### src/rtl/fwd_pkg.sv
// Shared types and constants for the forwarding / hazard unit.
//   FWD_SEL_*  : ALU operand mux select encodings (2'b11 is never used)
//   *_tag_t    : per-stage destination/source tags tracked by fwd_hazard_unit
package fwd_pkg;

    localparam int unsigned FWD_REG_AW = 5;
    localparam int unsigned FWD_CNT_W  = 32;

    localparam logic [1:0] FWD_SEL_RF    = 2'b00;
    localparam logic [1:0] FWD_SEL_EXMEM = 2'b01;
    localparam logic [1:0] FWD_SEL_MEMWB = 2'b10;

    typedef logic [FWD_REG_AW-1:0] reg_idx_t;

    typedef struct packed {
        reg_idx_t rs;
        reg_idx_t rt;
        reg_idx_t rd;
        logic     wr;
        logic     ld;
        logic     v;
    } ex_tag_t;

    typedef struct packed {
        reg_idx_t rd;
        logic     wr;
        logic     ld;
    } mem_tag_t;

    typedef struct packed {
        reg_idx_t rd;
        logic     wr;
    } wb_tag_t;

    // A stage can supply a source operand if it writes a nonzero register equal to it.
    function automatic logic tag_hit(input reg_idx_t rd, input logic wr, input reg_idx_t src);
        return wr && (rd != '0) && (rd == src);
    endfunction

endpackage

### src/rtl/fwd_sel_cmp.sv
// Operand forwarding select for one ALU source.
//   src_i      : source register index of the instruction in EX
//   ex_v_i     : EX holds a real instruction (bubble -> register file)
//   mem_rd_i/mem_wr_i, wb_rd_i/wb_wr_i : destination tags of MEM and WB
//   sel_c_o    : combinational 2-bit mux select (never 2'b11)
module fwd_sel_cmp
    import fwd_pkg::*;
(
    input  reg_idx_t   src_i,
    input  logic       ex_v_i,
    input  reg_idx_t   mem_rd_i,
    input  logic       mem_wr_i,
    input  reg_idx_t   wb_rd_i,
    input  logic       wb_wr_i,
    output logic [1:0] sel_c_o
);

    // MEM is checked first: it holds the younger result.
    always_comb begin
        sel_c_o = FWD_SEL_RF;
        if (ex_v_i) begin
            if (tag_hit(mem_rd_i, mem_wr_i, src_i)) begin
                sel_c_o = FWD_SEL_EXMEM;
            end else if (tag_hit(wb_rd_i, wb_wr_i, src_i)) begin
                sel_c_o = FWD_SEL_MEMWB;
            end
        end
    end

endmodule

### src/rtl/fwd_hazard_unit.sv
// Forwarding and load-use hazard unit, placed between ID and the EX operand muxes.
// Tracks EX/MEM/WB destination tags fed from decode and produces:
//   fwd_a_sel, fwd_b_sel : operand mux selects for the instruction in EX (combinational)
//   stall                : load-use stall request (combinational from ID + EX tag)
//   fwd_cnt, stall_cnt   : saturating event counters, present only with `FWD_PERF_EN
// Inputs: clk, rst_n (async active-low), id_valid, id_rs, id_rt, id_wr_reg,
//         id_reg_write, id_mem_read, flush.
// Build option: define FWD_PERF_EN to add the performance counters.
module fwd_hazard_unit
    import fwd_pkg::*;
#(
    parameter int unsigned REG_AW = FWD_REG_AW
`ifdef FWD_PERF_EN
    ,
    parameter int unsigned CNT_W  = FWD_CNT_W
`endif
) (
    input  logic              clk,
    input  logic              rst_n,
    input  logic              id_valid,
    input  logic [REG_AW-1:0] id_rs,
    input  logic [REG_AW-1:0] id_rt,
    input  logic [REG_AW-1:0] id_wr_reg,
    input  logic              id_reg_write,
    input  logic              id_mem_read,
    input  logic              flush,
    output logic [1:0]        fwd_a_sel,
    output logic [1:0]        fwd_b_sel,
`ifdef FWD_PERF_EN
    output logic [CNT_W-1:0]  fwd_cnt,
    output logic [CNT_W-1:0]  stall_cnt,
`endif
    output logic              stall
);

    ex_tag_t  ex_q,  ex_d;
    mem_tag_t mem_q, mem_d;
    wb_tag_t  wb_q,  wb_d;

    logic     stall_c;
    reg_idx_t id_rs_t;
    reg_idx_t id_rt_t;
    reg_idx_t id_rd_t;

    assign id_rs_t = reg_idx_t'(id_rs);
    assign id_rt_t = reg_idx_t'(id_rt);
    assign id_rd_t = reg_idx_t'(id_wr_reg);

    // Load in EX whose result is needed by the instruction in ID; flush wins.
    always_comb begin
        stall_c = id_valid && !flush && ex_q.ld && ex_q.wr && (ex_q.rd != '0)
                  && ((ex_q.rd == id_rs_t) || (ex_q.rd == id_rt_t));
    end

    assign stall = stall_c;

    // Next-state tags: EX gets a bubble on flush, stall or empty decode.
    always_comb begin
        ex_d = '0;
        if (id_valid && !flush && !stall_c) begin
            ex_d.rs = id_rs_t;
            ex_d.rt = id_rt_t;
            ex_d.rd = id_rd_t;
            ex_d.wr = id_reg_write;
            ex_d.ld = id_mem_read;
            ex_d.v  = 1'b1;
        end
        mem_d.rd = ex_q.rd;
        mem_d.wr = ex_q.wr;
        mem_d.ld = ex_q.ld;
        wb_d.rd  = mem_q.rd;
        wb_d.wr  = mem_q.wr;
    end

    // Stage tag registers.
    always_ff @(posedge clk or negedge rst_n) begin
        if (!rst_n) begin
            ex_q  <= '0;
            mem_q <= '0;
            wb_q  <= '0;
        end else begin
            ex_q  <= ex_d;
            mem_q <= mem_d;
            wb_q  <= wb_d;
        end
    end

    // The MEM load flag is tracked for completeness; WB resolves load data by forwarding.
    logic unused_mem_ld;
    assign unused_mem_ld = mem_q.ld;

    fwd_sel_cmp u_sel_a (
        .src_i    (ex_q.rs),
        .ex_v_i   (ex_q.v),
        .mem_rd_i (mem_q.rd),
        .mem_wr_i (mem_q.wr),
        .wb_rd_i  (wb_q.rd),
        .wb_wr_i  (wb_q.wr),
        .sel_c_o  (fwd_a_sel)
    );

    fwd_sel_cmp u_sel_b (
        .src_i    (ex_q.rt),
        .ex_v_i   (ex_q.v),
        .mem_rd_i (mem_q.rd),
        .mem_wr_i (mem_q.wr),
        .wb_rd_i  (wb_q.rd),
        .wb_wr_i  (wb_q.wr),
        .sel_c_o  (fwd_b_sel)
    );

`ifdef FWD_PERF_EN
    logic [CNT_W-1:0] fwd_cnt_q,   fwd_cnt_d;
    logic [CNT_W-1:0] stall_cnt_q, stall_cnt_d;

    // Saturating event counters.
    always_comb begin
        fwd_cnt_d   = fwd_cnt_q;
        stall_cnt_d = stall_cnt_q;
        if (((fwd_a_sel != FWD_SEL_RF) || (fwd_b_sel != FWD_SEL_RF)) && (fwd_cnt_q != '1)) begin
            fwd_cnt_d = fwd_cnt_q + CNT_W'(1);
        end
        if (stall_c && (stall_cnt_q != '1)) begin
            stall_cnt_d = stall_cnt_q + CNT_W'(1);
        end
    end

    always_ff @(posedge clk or negedge rst_n) begin
        if (!rst_n) begin
            fwd_cnt_q   <= '0;
            stall_cnt_q <= '0;
        end else begin
            fwd_cnt_q   <= fwd_cnt_d;
            stall_cnt_q <= stall_cnt_d;
        end
    end

    assign fwd_cnt   = fwd_cnt_q;
    assign stall_cnt = stall_cnt_q;
`endif

endmodule

### config.mk
export PLATFORM = sky130hd
export DESIGN_NAME = fwd_hazard_unit
export DESIGN_NICKNAME = d
export VERILOG_FILES = /design/src/rtl/fwd_pkg.sv /design/src/rtl/fwd_sel_cmp.sv /design/src/rtl/fwd_hazard_unit.sv
export SDC_FILE = /design/constraint.sdc
export NUM_CORES = 1
export LEC_CHECK = 0
export CORE_UTILIZATION = 54
export CTS_BUF_LIST = sky130_fd_sc_hd__clkbuf_16
export CTS_CLUSTER_DIAMETER = 40
export CTS_CLUSTER_SIZE = 30
export DETAILED_ROUTE_END_ITERATION = 16
export PLACE_DENSITY = 0.83
export SETUP_SLACK_MARGIN = 0.4
export SKIP_CTS_REPAIR_TIMING = 1
export SYNTH_ARGS = -nofsm -noshare
export SYNTH_HDL_FRONTEND = slang
export SYNTH_SLANG_ARGS = --single-unit
### constraint.sdc
create_clock -name clk -period 2.55 [get_ports clk]
set_input_delay 0.255 -clock clk [delete_from_list [all_inputs] [get_ports clk]]
set_output_delay 0.255 -clock clk [all_outputs]
set_load 0.03 [all_outputs]
==> flow_results.org <==
** Logic synthesis
- sky130_fd_sc_hd__dfrtp_1 is the most common cell in the netlist.
- After synthesis, the netlist uses 21 different library cells.
- After synthesis the netlist holds a flip-flop and latch count of 30.
- Summed over its instances, the top area cell type makes up 55.2% of the synthesized netlist area.
- Count of flip-flops with a built-in enable after synthesis :: 0
- Most used flip-flop cell after synthesis :: sky130_fd_sc_hd__dfrtp_1
- Ranking of synthesized cells by area :: sky130_fd_sc_hd__dfrtp_1 55%, sky130_fd_sc_hd__xnor2_1 12%, sky130_fd_sc_hd__xor2_1 7.7%
- Post-synthesis cell area :: around 1400 µm²
- The number of nets in the synthesized netlist is 146.
- Cell taking the most area after synthesis :: sky130_fd_sc_hd__dfrtp_1
- Sequential elements use a little under three fifths of the synthesized area.
- Average footprint of a synthesized cell :: 10.9 µm²
- For this run, the number of Yosys warnings is 0.
- For this run, asynchronously set or reset flops after synthesis account for 100%.
- Most instantiated cells after synthesis :: 30 x sky130_fd_sc_hd__dfrtp_1, 19 x sky130_fd_sc_hd__nand2_1, 18 x sky130_fd_sc_hd__xnor2_1
- Synthesis produced ~130 cells.

** Routing
- For this run, the detailed router's first-pass iteration total came to 4.
- Violation count after the first detailed-routing iteration :: 24
- Dividing the detail-routed wire length by the instance count gives approximately 15 µm.
- Via count :: 1,036
- Aggregate routed wire length :: 2950 µm
- Vias per inst :: ~5.4
- For this run, design rule violations remaining after detail routing come to 0.
- Once detail routing completed, the nets flagged for antenna violations numbered 0.

** Setup path
- Top fanout value on the critical path :: 4
- STA puts the critical path data required time at about 2.3 ns.
- The worst setup path is launched from a register.
- Worst path top cell family by delay :: simple AND/OR/NAND/NOR gates
- Cell count of the worst reg-to-reg path :: 5
- The worst setup path is of the reg -> out kind.
- End of the worst register-to-register path :: ex_q[0]$_DFF_PN0_
- Delay of the slowest cell on the worst path :: 0.55 ns
- Slowest cell on the critical path :: sky130_fd_sc_hd__or4_4
- In this run the critical register-to-register path is launched from ex_q[5]$_DFF_PN0_.
- At the worst endpoint, the arrival time is roughly 1.9 ns.
- The signal on the critical path passes through or4_4 > o21ai_4 > nor4_2 > nor3_1 > buf_4.
- Reg2reg setup slack :: 1.07 ns
- Critical path buffers and inverters :: 1
- The worst setup path is captured at an output port.

** Die
- The die covers between 2000 and 3000 µm².
- In this run the core area contains 17 standard-cell rows.
- Measured along the x axis, the die boundary spans between 50 and 60 µm.
- Num ports :: 26
- The floorplan step defined a core boundary enclosing 2300 µm².
- Vertical extent of the die :: 52.2 µm
- Initial core utilization :: 59.2%

** Outcome
- The run finished with clean final reports.

** STA
- For this run, the top clock speed supported by timing is 470 MHz.
- Period minus WS final :: 2.13 ns
- In this run the tightest slew margin relative to its limit is 76.0%.
- Setup skew after layout :: 0.00211 ns
- Actual transition at the worst max-transition pin :: 0.361 ns
- Final critical-path share of the clock period :: 83.5%
- Setup repair after global routing missed its margin :: yes
- Setup violations remaining at the end of the flow were counted as 0.
- Setup total negative slack on the finished layout was measured at 0 ns.
- Number of hold violations in the final report :: 0
- Worst-case hold slack :: between 0.3 and 0.4 ns
- The number of max-slew violations in the final report came to 0.

** Finish
- Synth-to-Final Area Change :: 34.9%
- The number of antenna diodes in the final layout is 0.
- Post-Layout Cell Count :: 191
- Final Cell Area :: ~1800 µm²
- In the final layout, the share of cells above drive strength 1 is 16.6%.
- Registers take ~750 µm².
- Filler cell count :: 150
- In the final layout, the multi-input gates occupy 609 µm².
- At the end of the flow, the number of nets in the layout was 183.

** Placement
- Including well taps, the total number of placed cells is 178.
- Cell Area, Placed :: 1650 µm²
- Total of buffers placed on input and output ports :: 25
- Routability-driven placement finished with a final weighted congestion of ~0.9.
- The wire-length estimate of the detail-placed layout is roughly 2100 µm.

** CTS
- H-tree level count :: 2
- TritonCTS built the clock tree.
- Number of buffers between clock root and the deepest sink :: 2
- TritonCTS Buffers :: 5
- Clock latency reported for the late side of the worst-skew pair :: 0.27 ns
- Clock-pin slew on the worst setup and hold paths :: 0.05 ns
- CTS Root Cell :: sky130_fd_sc_hd__clkbuf_16
- For this design, the sink count on the clock tree is 30.

** Pwr
- Gate power share :: 10.9%
- Internal Pwr Total :: 0.917 mW
- Switching share of total power :: 22.5%
- Summed over all cells, the static leakage comes to 0.859 nW.
- Sequential fraction of design power :: a little over two fifths
- Clock share of power :: 45.5%
- Max VDD drop :: 608 µV
- The analysis attributes to net switching a power of 0.267 mW.
- Dividing total power by cell area gives a power density of roughly 650 nW/µm².

** Global route
- Global routing used between 20% and 30% of the available tracks across all layers.
- Grt ovf :: 0
- First-pass GRT wire length :: 4750 µm
- Initial antenna violation count :: 0
- Largest net degree at the start of global routing :: 31
- The number of global-route vias before repair is 1,106.

** Hold path
- Type of the tightest min-delay check :: in -> async

** Flow run
- Number of max-cap violations :: 0
==> state kept, by name, indices dropped and copies added, names as in the netlist <==
name   cells
ex_q      18
mem_q      6
wb_q       6
==> stage by stage <==
step	setup slack, ns	utilization, %	power, mW
floorplan	0.453	-	0.580
global placement	0.182	71.9	0.637
detailed placement	0.125	71.9	0.644
CTS	-0.185	77.9	1.19
global route	0.372	79.8	1.22
finish	0.421	79.8	1.18
==> placed cells by master (no fill, tap or decap), drive strengths merged, types with 2 or more instances in the layout <==
master         synthesis  layout
or4                    3       3
and2                   3       3
buf                    3      12
nor3                   3       3
clkdlybuf4s50          0      20
nand2                 19      19
xnor2                 18      18
xor2                  12      12
a21oi                 18      18
clkbuf                 1       7
dfrtp                 30      30
nor4                   3       3
clkinv                 0       2
nand3                  6       6
==> power groups by stage <==
| stage | combinational (mW) | sequential [mW] | clock, mW |
|---|---|---|---|
| after CTS | 0.121 | 0.516 | 0.550 |
| after global routing | 0.141 | 0.517 | 0.565 |
| after floorplan | 0.0621 | 0.518 | 0 |
| after global placement | 0.115 | 0.522 | 0 |
| final | 0.129 | 0.516 | 0.538 |
| after detailed placement | 0.120 | 0.524 | 0 |
==> final cells by class <==
| cell class | count | share of cell area (%) |
|---|---|---|
| Clock buffer | 5 | 6.83 |
| Clock inverter | 3 | 0.683 |
| Multi-Input combinational cell | 91 | 33.2 |
| Sequential cell | 30 | 41.0 |
| Tap cell | 28 | 1.91 |
| Timing Repair Buffer | 34 | 16.4 |
==> how the worst max path moves through the flow <==
stage / start / to / slack [ns] / cells past startpoint
finish: mem_q[2]$_DFF_PN0_ / fwd_a_sel[1] / 0.42 / 5
CTS: mem_q[2]$_DFF_PN0_ / fwd_b_sel[1] / -0.19 / 5
global route: ex_q[10]$_DFF_PN0_ / fwd_b_sel[1] / 0.37 / 4
detailed placement: mem_q[2]$_DFF_PN0_ / fwd_b_sel[1] / 0.12 / 5
global placement: mem_q[2]$_DFF_PN0_ / fwd_b_sel[1] / 0.18 / 5
floorplan: mem_q[2]$_DFF_PN0_ / fwd_a_sel[1] / 0.45 / 4
==> kinds of logic after synthesis <==
kind of cell              count (synthesis)  synth area share, %
xor gates and xnor gates                 30                 19.3
AOI/OAI and AO/OA                        22                 9.58
buffers and inverters                     4                 1.38
DFF                                      30                 55.2
and+or+nand+nor                          39                 14.5
==> routing by layer <==
metal / global-route usage [%] / part of all wire [%]
met1: 28.6 / 40
met2: 43.6 / 52
met3: 8.77 / 5.3
met4: 14.5 / 2.6
met5: 0 / 0
No activity file was read; power rests on OpenSTA's default activity.
